## config.mk

```make
export PLATFORM = sky130hd
export DESIGN_NAME = reset_sequencer
export DESIGN_NICKNAME = d
export VERILOG_FILES = /design/src/rtl/reset_sequencer.sv
export SDC_FILE = /design/constraint.sdc
export NUM_CORES = 1
export LEC_CHECK = 0
export ABC_AREA = 0
export BUFFER_PORTS_ARGS = -buffer_cell sky130_fd_sc_hd__clkbuf_2
export CAP_MARGIN = 15
export CORE_UTILIZATION = 50
export DETAILED_ROUTE_END_ITERATION = 6
export HOLD_SLACK_MARGIN = 0.06
export PLACE_DENSITY = 0.78
export SETUP_SLACK_MARGIN = 0.1
export SYNTH_ARGS = -nofsm -noshare
export SYNTH_HDL_FRONTEND = slang
export SYNTH_SLANG_ARGS = --single-unit
```

## constraint.sdc

```tcl
create_clock -name clk -period 2.6 [get_ports clk]
set_clock_uncertainty 0.2 [all_clocks]
set_input_delay 0.78 -clock clk [delete_from_list [all_inputs] [get_ports clk]]
set_output_delay 0.78 -clock clk [all_outputs]
set_load 0.02 [all_outputs]
```

## src/rtl/reset_sequencer.sv

```systemverilog
`default_nettype none
// ============================================================================
// Module   : reset_sequencer
// Brief    : Releases up to NUM_STAGES active-low domain resets in order once
//            the PLL lock is stable, re-asserts all of them on lock loss,
//            watchdog expiry or software request, and records the cause.
// Revision : 1.0 - initial release
// ============================================================================
module reset_sequencer #(
  parameter int NUM_STAGES  = 3,
  parameter int STAGE_DELAY = 400,
  parameter int LOCK_FILT   = 16,
  parameter int HOLD_CYCLES = 32
) (
  input  logic                  clk,
  input  logic                  rst,
  input  logic                  pll_lock,
  input  logic                  wdt_expire,
  input  logic                  sw_reset_req,
  output logic [NUM_STAGES-1:0] rst_n_out,
  output logic                  ready,
  output logic [1:0]            reset_cause
);

  // Counter width covers the longest interval any counter has to measure.
  localparam int REL_SPAN = STAGE_DELAY * (NUM_STAGES - 1);
  localparam int MAX_A    = (REL_SPAN > LOCK_FILT) ? REL_SPAN : LOCK_FILT;
  localparam int CNT_MAX  = (MAX_A > HOLD_CYCLES) ? MAX_A : HOLD_CYCLES;
  localparam int CW       = $clog2(CNT_MAX + 1);

  localparam logic [CW-1:0] LOCK_FILT_C = CW'(LOCK_FILT);
  localparam logic [CW-1:0] HOLD_C      = CW'(HOLD_CYCLES);

  localparam logic [1:0] CAUSE_POR  = 2'b00;
  localparam logic [1:0] CAUSE_LOCK = 2'b01;
  localparam logic [1:0] CAUSE_SW   = 2'b10;
  localparam logic [1:0] CAUSE_WDT  = 2'b11;

  typedef enum logic [2:0] {
    HOLD      = 3'd0,
    WAIT_LOCK = 3'd1,
    RELEASE   = 3'd2,
    RUN       = 3'd3,
    ASSERT    = 3'd4
  } state_t;

  state_t                  state, state_d;
  logic                    sync_ff1, lock_sync;
  logic [CW-1:0]           filt_cnt, filt_d;
  logic [CW-1:0]           stage_cnt, stage_d;
  logic [CW-1:0]           hold_cnt, hold_d;
  logic [NUM_STAGES-1:0]   rst_n_d;
  logic                    ready_d;
  logic [1:0]              cause_d;
  logic                    lock_loss, fault;
  logic [1:0]              fault_cause;
  logic [CW-1:0]           filt_inc, stage_inc, hold_inc;

  // Saturating increment: counters stick at all-ones instead of wrapping.
  function automatic logic [CW-1:0] sat_inc(input logic [CW-1:0] v);
    return (&v) ? v : v + CW'(1);
  endfunction

  // Two-flop synchronizer for the asynchronous PLL lock.
  always_ff @(posedge clk or posedge rst) begin
    if (rst) begin
      sync_ff1  <= 1'b0;
      lock_sync <= 1'b0;
    end else begin
      sync_ff1  <= pll_lock;
      lock_sync <= sync_ff1;
    end
  end

  // State, counters and registered outputs.
  always_ff @(posedge clk or posedge rst) begin
    if (rst) begin
      state       <= HOLD;
      filt_cnt    <= '0;
      stage_cnt   <= '0;
      hold_cnt    <= '0;
      rst_n_out   <= '0;
      ready       <= 1'b0;
      reset_cause <= CAUSE_POR;
    end else begin
      state       <= state_d;
      filt_cnt    <= filt_d;
      stage_cnt   <= stage_d;
      hold_cnt    <= hold_d;
      rst_n_out   <= rst_n_d;
      ready       <= ready_d;
      reset_cause <= cause_d;
    end
  end

  // Next-state, counter and output decode.
  always_comb begin
    state_d   = state;
    filt_d    = filt_cnt;
    stage_d   = stage_cnt;
    hold_d    = hold_cnt;
    rst_n_d   = rst_n_out;
    cause_d   = reset_cause;
    filt_inc  = sat_inc(filt_cnt);
    stage_inc = sat_inc(stage_cnt);
    hold_inc  = sat_inc(hold_cnt);

    // Lock loss is only a fault once domains have started releasing.
    lock_loss = !lock_sync && ((state == RELEASE) || (state == RUN));
    fault     = wdt_expire || sw_reset_req || lock_loss;
    if (wdt_expire)      fault_cause = CAUSE_WDT;
    else if (lock_loss)  fault_cause = CAUSE_LOCK;
    else if (sw_reset_req) fault_cause = CAUSE_SW;
    else                 fault_cause = reset_cause;

    case (state)
      HOLD: begin
        state_d = WAIT_LOCK;
        filt_d  = '0;
      end
      WAIT_LOCK, RELEASE, RUN: begin
        if (fault) begin
          state_d = ASSERT;
          hold_d  = '0;
          rst_n_d = '0;
          cause_d = fault_cause;
        end else if (state == WAIT_LOCK) begin
          if (!lock_sync) begin
            filt_d = '0;
          end else begin
            filt_d = filt_inc;
            if (filt_inc >= LOCK_FILT_C) begin
              state_d    = RELEASE;
              stage_d    = '0;
              rst_n_d[0] = 1'b1;
            end
          end
        end else if (state == RELEASE) begin
          if (&rst_n_out) begin
            state_d = RUN;
          end else begin
            stage_d = stage_inc;
            for (int k = 1; k < NUM_STAGES; k++) begin
              if (int'(stage_inc) >= k * STAGE_DELAY) rst_n_d[k] = 1'b1;
            end
          end
        end
      end
      ASSERT: begin
        rst_n_d = '0;
        // A new request during the hold window restarts the hold.
        if (wdt_expire || sw_reset_req) begin
          hold_d  = '0;
          cause_d = fault_cause;
        end else if (hold_inc >= HOLD_C) begin
          state_d = WAIT_LOCK;
          filt_d  = '0;
        end else begin
          hold_d = hold_inc;
        end
      end
      default: begin
        state_d = HOLD;
        rst_n_d = '0;
      end
    endcase

    ready_d = (state_d == RUN);
  end

endmodule
`default_nettype wire

```

==> results of run 1 <==
## metal layers
metal / wire [um] / part of all wire (%) / up-vias / GRT usage, %
li1: - / - / 1091 / -
met1: 2610 / 47 / 1080 / 29.27
met2: 2646 / 48 / 59 / 35.60
met3: 269 / 4.8 / 6 / 5.075
met4: 35 / 0.63 / 0 / 5.556
met5: 0 / 0 / - / 0
## how the worst max path moves through the flow
stage                      from            to  slack (ns)  cells after the start
floorplan           filt_cnt[0]  stage_cnt[4]        0.25                      7
global placement     wdt_expire   filt_cnt[7]        0.16                      5
detailed placement   wdt_expire   hold_cnt[0]         0.1                      6
CTS                 filt_cnt[0]  stage_cnt[7]        0.23                      6
global route        filt_cnt[0]  stage_cnt[0]        0.17                      6
finish              filt_cnt[0]  stage_cnt[7]        0.22                      6
## flip-flops by register name, summed over array words and instances (netlist names)
register,count
filt_cnt,10
hold_cnt,10
lock_sync,1
ready,1
reset_cause,2
rst_n_out,3
stage_cnt,10
state,3
sync_ff1,1
## report_power, final
| group | internal, mW | switching [mW] |
|---|---|---|
| sequential | 0.644 | 0.00646 |
| combinational | 0.0194 | 0.0377 |
| clock | 0.211 | 0.220 |
| total | 0.875 | 0.264 |
## Yosys cell counts (all sizes together) (5+ instances only)
cell type / n
a2bb2oi: 6
nor3: 8
a21oi: 14
inv: 9
o21ai: 19
nor2: 17
nand2b: 6
buf: 8
nand2: 28
and3: 8
nand4: 9
a31oi: 11
and2: 5
nand3: 11
dfrtp: 41
## worst register-to-register path: cells and delay by family (launching register included)
family / cells / cell delay (ns)
fa+ha+maj: 1 / 0.26
simple gates: 2 / 0.65
compound gates: 2 / 0.44
mux: 1 / 0.33
flops: 1 / 0.39
## stage by stage
| step | hold WS, ns | instance area (um^2) |
|---|---|---|
| after floorplan | 0.1312 | 2544 |
| after global placement | 0.1336 | 2706 |
| after detailed placement | 0.1355 | 2706 |
| after CTS | 0.1519 | 2793 |
| after global routing | 0.1622 | 2793 |
| final | 0.1510 | 2793 |
## final cells by class
| class | count | share of cell area, % |
|---|---|---|
| multi-input cells | 215 | 50.94 |
| inverters | 9 | 1.210 |
| well taps | 67 | 3.002 |
| clock buffers | 7 | 3.091 |
| flip-flops and latches | 41 | 36.74 |
| repair buffers | 22 | 5.018 |
## cells by family after synthesis
kind of cell,Yosys count
multiplexers,7
AO/OA/AOI/OAI,84
buffers and inverters,21
AND/OR/NAND/NOR,119
XOR/XNOR,1
adder cells (fa/ha/maj),4
flip-flops,41
==> out/metrics.csv, run 1 <==
metric,value,unit
CTS tree,done,
Layout Cells excl Fill,361,
fin crit period,2.375,ns
Synth Area in Compound Gates,24.50,%
Post-CTS Hold Buffers,0,
# diodes,0,
die width,73.33,um
vias in the first global route,1989,
Die ar.,5377,um^2
post-synthesis mux area share,3.345,%
slowest cell on the critical path,dfrtp_1,
Final Slew Violations,0,
num ports,11,
post-synthesis net count,285,
first drt pass iteration count,4,
DP Worst Slack,0.09555,ns
Layout area overhead,9.789,%
largest cells by area after synthesis,"dfrtp_1 40%, nand2_1 4.1%, o21ai_0 3.7%",
worst flop-to-flop path startpoint,filt_cnt[0],
Tot GR Track Use,21.80,%
antenna violations before repair,0,
Final Net Count,302,
Via density,6.194,
critical-path cell list,"ha_1, and3_1, or3_4, a32oi_4, a31oi_4, mux2_4",
sequential-to-total area share from yosys stat,40.33,%
status,completed,
clk_lat worst skew,0.30,ns
leading area contributor after synthesis,dfrtp_1,
Slew @ Worst Pin,0.6437,ns
crit end category,register,
"Setup Fix Bufs, Post-CTS",0,
clk sinks,41,
site row count,25,
initial cell density of the core,52.81,%
largest family of logic cells by synthesized area,simple AND/OR/NAND/NOR gates,
Netlist Area Pre-Place,2544,um^2
synthesized-area fraction occupied by adder cells,1.869,%
Max clock buf depth,2,
r2r setup slk,0.22,ns
multi-input logic area,1423,um^2
number of buffers and inverters on the critical path,0,
Hold Path Sink,lock_sync,
worst vdd ir,0.3141,mV
top_reg_cell synth,dfrtp_1,
Max Cap Viol,0,
setup TNS,0,ns
share of cells above drive strength 1,13.61,%
post-synth top area share,40.33,%
"Req. time, crit path",2.59,ns
"slowest stage delay, CP",0.39,ns
largest net degree at the start of global routing,42,
Cell variety after synth,61,
"Hold Violations, Final",0,
placed cell count,354,
YS warnings,0,
core area,4817,um^2
Slew HR,56.90,%
clock transition at the registers of the reported paths,0.08,ns
Die Span Y,73.33,um
Post-synth EDFFs,0,
RSZ-0062 raised after global routing,no,
Synth Instances,277,
post-cts resize count,0,
Iteration-0 DRC Markers,214,
Min-Delay Path Class,register to register,
Seq. cell area,1026,um^2
WP data arrival,2.36,ns
"commonest non-fill, non-tap cell in the layout",dfrtp_1,
Fill cells,443,
wire per inst,15.40,um
synthesized flop and latch total,41,
Fmax,0.4210,GHz
gr ovfl total,0,
Leak,1.146,nW
PortBufs,10,
Final WS setup,0.2249,ns
clock root buffer,clkbuf_8,
Detailed Route WL,5.560,mm
Synth Area in XOR/XNOR,0.3443,%
Placer Congestion,0.8580,
Finished Core Util,57.97,%
dpl hpwl,3.912,mm
total power,1.139,mW
Post-Synth Simple-Gate Area,25.87,%
ys async rst share,100.0,%
Crit Path Category,register to register,
hold path cells,0,
Hold Startpoint,sync_ff1,
final setup vio count,0,
via count,2236,
Worst path top cell family by delay,simple AND/OR/NAND/NOR gates,
most frequent cells in the layout,"41 x dfrtp_1, 28 x nand2_1, 19 x o21ai_0",
CTS H-tree lvls,2,
CP max FO,7,
ratio of final minimum period to clock period,91.35,%
critical path launch point type,register,
Antenna Nets Post-Route,0,
reg2reg end,stage_cnt[7],
syn_area_per_cell,9.183,um^2
PD cells,407.8,nW/um^2
DRC Markers,0,
number of CTS-inserted buffers,5,
R2R depth,6,
first-pass GRT wire length,9.142,mm
Power figures use the tool's default switching activity.
==> run 2: changes to the inputs <==
- CORE_UTILIZATION: 50 -> 40
- PLACE_DENSITY: 0.78 -> 0.67
==> run 2 against run 1 <==
Total power up 1.3%. Largest cell class unchanged. Count of clock-buffer cells in the layout down 1. Largest power group unchanged. Sequential power about the same. Die area up 24%. Wire length up 3.8%. Setup slack better by 0.030 ns.
==> out/metrics.csv, run 2 (synthesis gave the netlist of run 1 again) <==
metric,value,unit
Detailed Route WL,5.772,mm
die width,81.75,um
Max clock buf depth,2,
largest net degree at the start of global routing,42,
Slew HR,45.17,%
Leak,1.167,nW
PortBufs,10,
post-cts resize count,0,
Die ar.,6682,um^2
num ports,11,
"slowest stage delay, CP",0.39,ns
Crit Path Category,register to register,
# diodes,0,
WP data arrival,2.33,ns
Seq pwr share,56.3,%
Seq. cell area,1026,um^2
Sw Share,23.65,%
first drt pass iteration count,4,
number of buffers and inverters on the critical path,0,
clock network fraction of total power,38.6,%
Worst path top cell family by delay,simple AND/OR/NAND/NOR gates,
core area,6026,um^2
first-pass GRT wire length,9.791,mm
gr ovfl total,0,
Internal,881.1,uW
met2 GRT Util,28.35,%
Final Slew Violations,0,
CTS tree,done,
gr busiest metal,met2,
Die Span Y,81.75,um
crit end category,register,
CTS H-tree lvls,2,
placed cell count,365,
Iteration-0 DRC Markers,148,
CP max FO,7,
final setup vio count,0,
Switch Pwr,272.9,uW
dpl hpwl,4.120,mm
GR met1 Demand/Resource,27.70,%
critical-path cell list,"ha_1, and3_1, or3_4, a32oi_4, a31oi_4, mux2_4",
multi-input logic area,1423,um^2
Fill cells,586,
Final Net Count,305,
met3 Usage GRT,3.000,%
clk sinks,41,
Final WS setup,0.2551,ns
Placer Congestion,0.9301,
worst vdd ir,0.1929,mV
status,completed,
Layout area overhead,11.46,%
most frequent cells in the layout,"41 x dfrtp_1, 28 x nand2_1, 19 x o21ai_0",
setup TNS,0,ns
slowest cell on the critical path,dfrtp_1,
RSZ-0062 raised after global routing,no,
DP Worst Slack,0.1025,ns
Post-CTS Hold Buffers,0,
wire per inst,15.47,um
Fmax,0.4265,GHz
antenna violations before repair,0,
Via density,6.067,
"Req. time, crit path",2.58,ns
share of cells above drive strength 1,15.10,%
Antenna Nets Post-Route,0,
initial cell density of the core,42.21,%
Min-Delay Path Class,register to register,
Regs by FF count,"filt_cnt (10), hold_cnt (10), stage_cnt (10)",
DRC Markers,0,
via count,2263,
critical path launch point type,register,
Layout Cells excl Fill,373,
ratio of final minimum period to clock period,90.19,%
site row count,28,
Tot GR Track Use,19.18,%
vias in the first global route,2070,
clk_lat worst skew,0.30,ns
"Setup Fix Bufs, Post-CTS",0,
Gate power share,5.1,%
"Hold Violations, Final",0,
Max Cap Viol,0,
PD cells,407.0,nW/um^2
number of CTS-inserted buffers,5,
fin crit period,2.345,ns
Slew @ Worst Pin,0.8189,ns
clock transition at the registers of the reported paths,0.08,ns
clock root buffer,clkbuf_8,
"commonest non-fill, non-tap cell in the layout",dfrtp_1,
-- run 2: cell count changes in the layout (fill, tap and decap cells not counted) --
cell	before	now
clkinv_2	0	1
clkbuf_1	1	0
clkinv_4	0	1
buf_4	12	15
-- run 2: layer usage --
metal	up-vias	share of wire [%]	wire, um
met4	0	0.88	51
met2	45	44	2552
met1	1110	51	2939
met5	-	0	0
met3	5	4.0	229
li1	1103	-	-
-- run 2: through the flow --
step | util (%) | hold WS, ns | power, mW | area [um^2]
finish | 47.05 | 0.1552 | 1.154 | 2835
global route | 47.05 | 0.1716 | 1.209 | 2835
CTS | 47.05 | 0.1594 | 1.176 | 2835
detailed placement | 45.45 | 0.1402 | 0.7225 | 2739
global placement | 45.45 | 0.1352 | 0.7199 | 2739
floorplan | - | 0.1312 | 0.6953 | 2544
-- run 2: power groups by stage --
stage / combinational [mW] / sequential (mW) / clock, mW
floorplan: 0.0294 / 0.666 / 0
global placement: 0.0576 / 0.662 / 0
detailed placement: 0.0600 / 0.663 / 0
CTS: 0.0602 / 0.650 / 0.466
global route: 0.0668 / 0.651 / 0.492
finish: 0.0590 / 0.650 / 0.445
-- run 2: path summary, 6_finish.rpt --
path,start,to,slack [ns],cells past startpoint
setup / recovery,filt_cnt[0],stage_cnt[9],0.26,6
hold / removal,sync_ff1,lock_sync,0.16,0
setup reg to reg,filt_cnt[0],stage_cnt[9],0.26,6
hold reg to reg,sync_ff1,lock_sync,0.16,0
max in group asynchronous,rst,stage_cnt[7],1.46,3
min in group asynchronous,rst,reset_cause[0],0.38,3
-- run 2: layout make-up --
cell class | count | share of cell area (%)
Tap cell | 75 | 3.310
Inverter | 9 | 1.192
Clock inverter | 2 | 0.4854
Sequential cell | 41 | 36.19
Clock buffer | 6 | 2.913
Multi-Input combinational cell | 215 | 50.18
Timing Repair Buffer | 25 | 5.737
-- run 2: worst reg2reg max path, stage by stage (launching register included) --
cell and delay [ns]:
dfrtp_1 0.39, ha_1 0.26, and3_1 0.28, or3_4 0.36, a32oi_4 0.25, a31oi_4 0.17
mux2_4 0.32
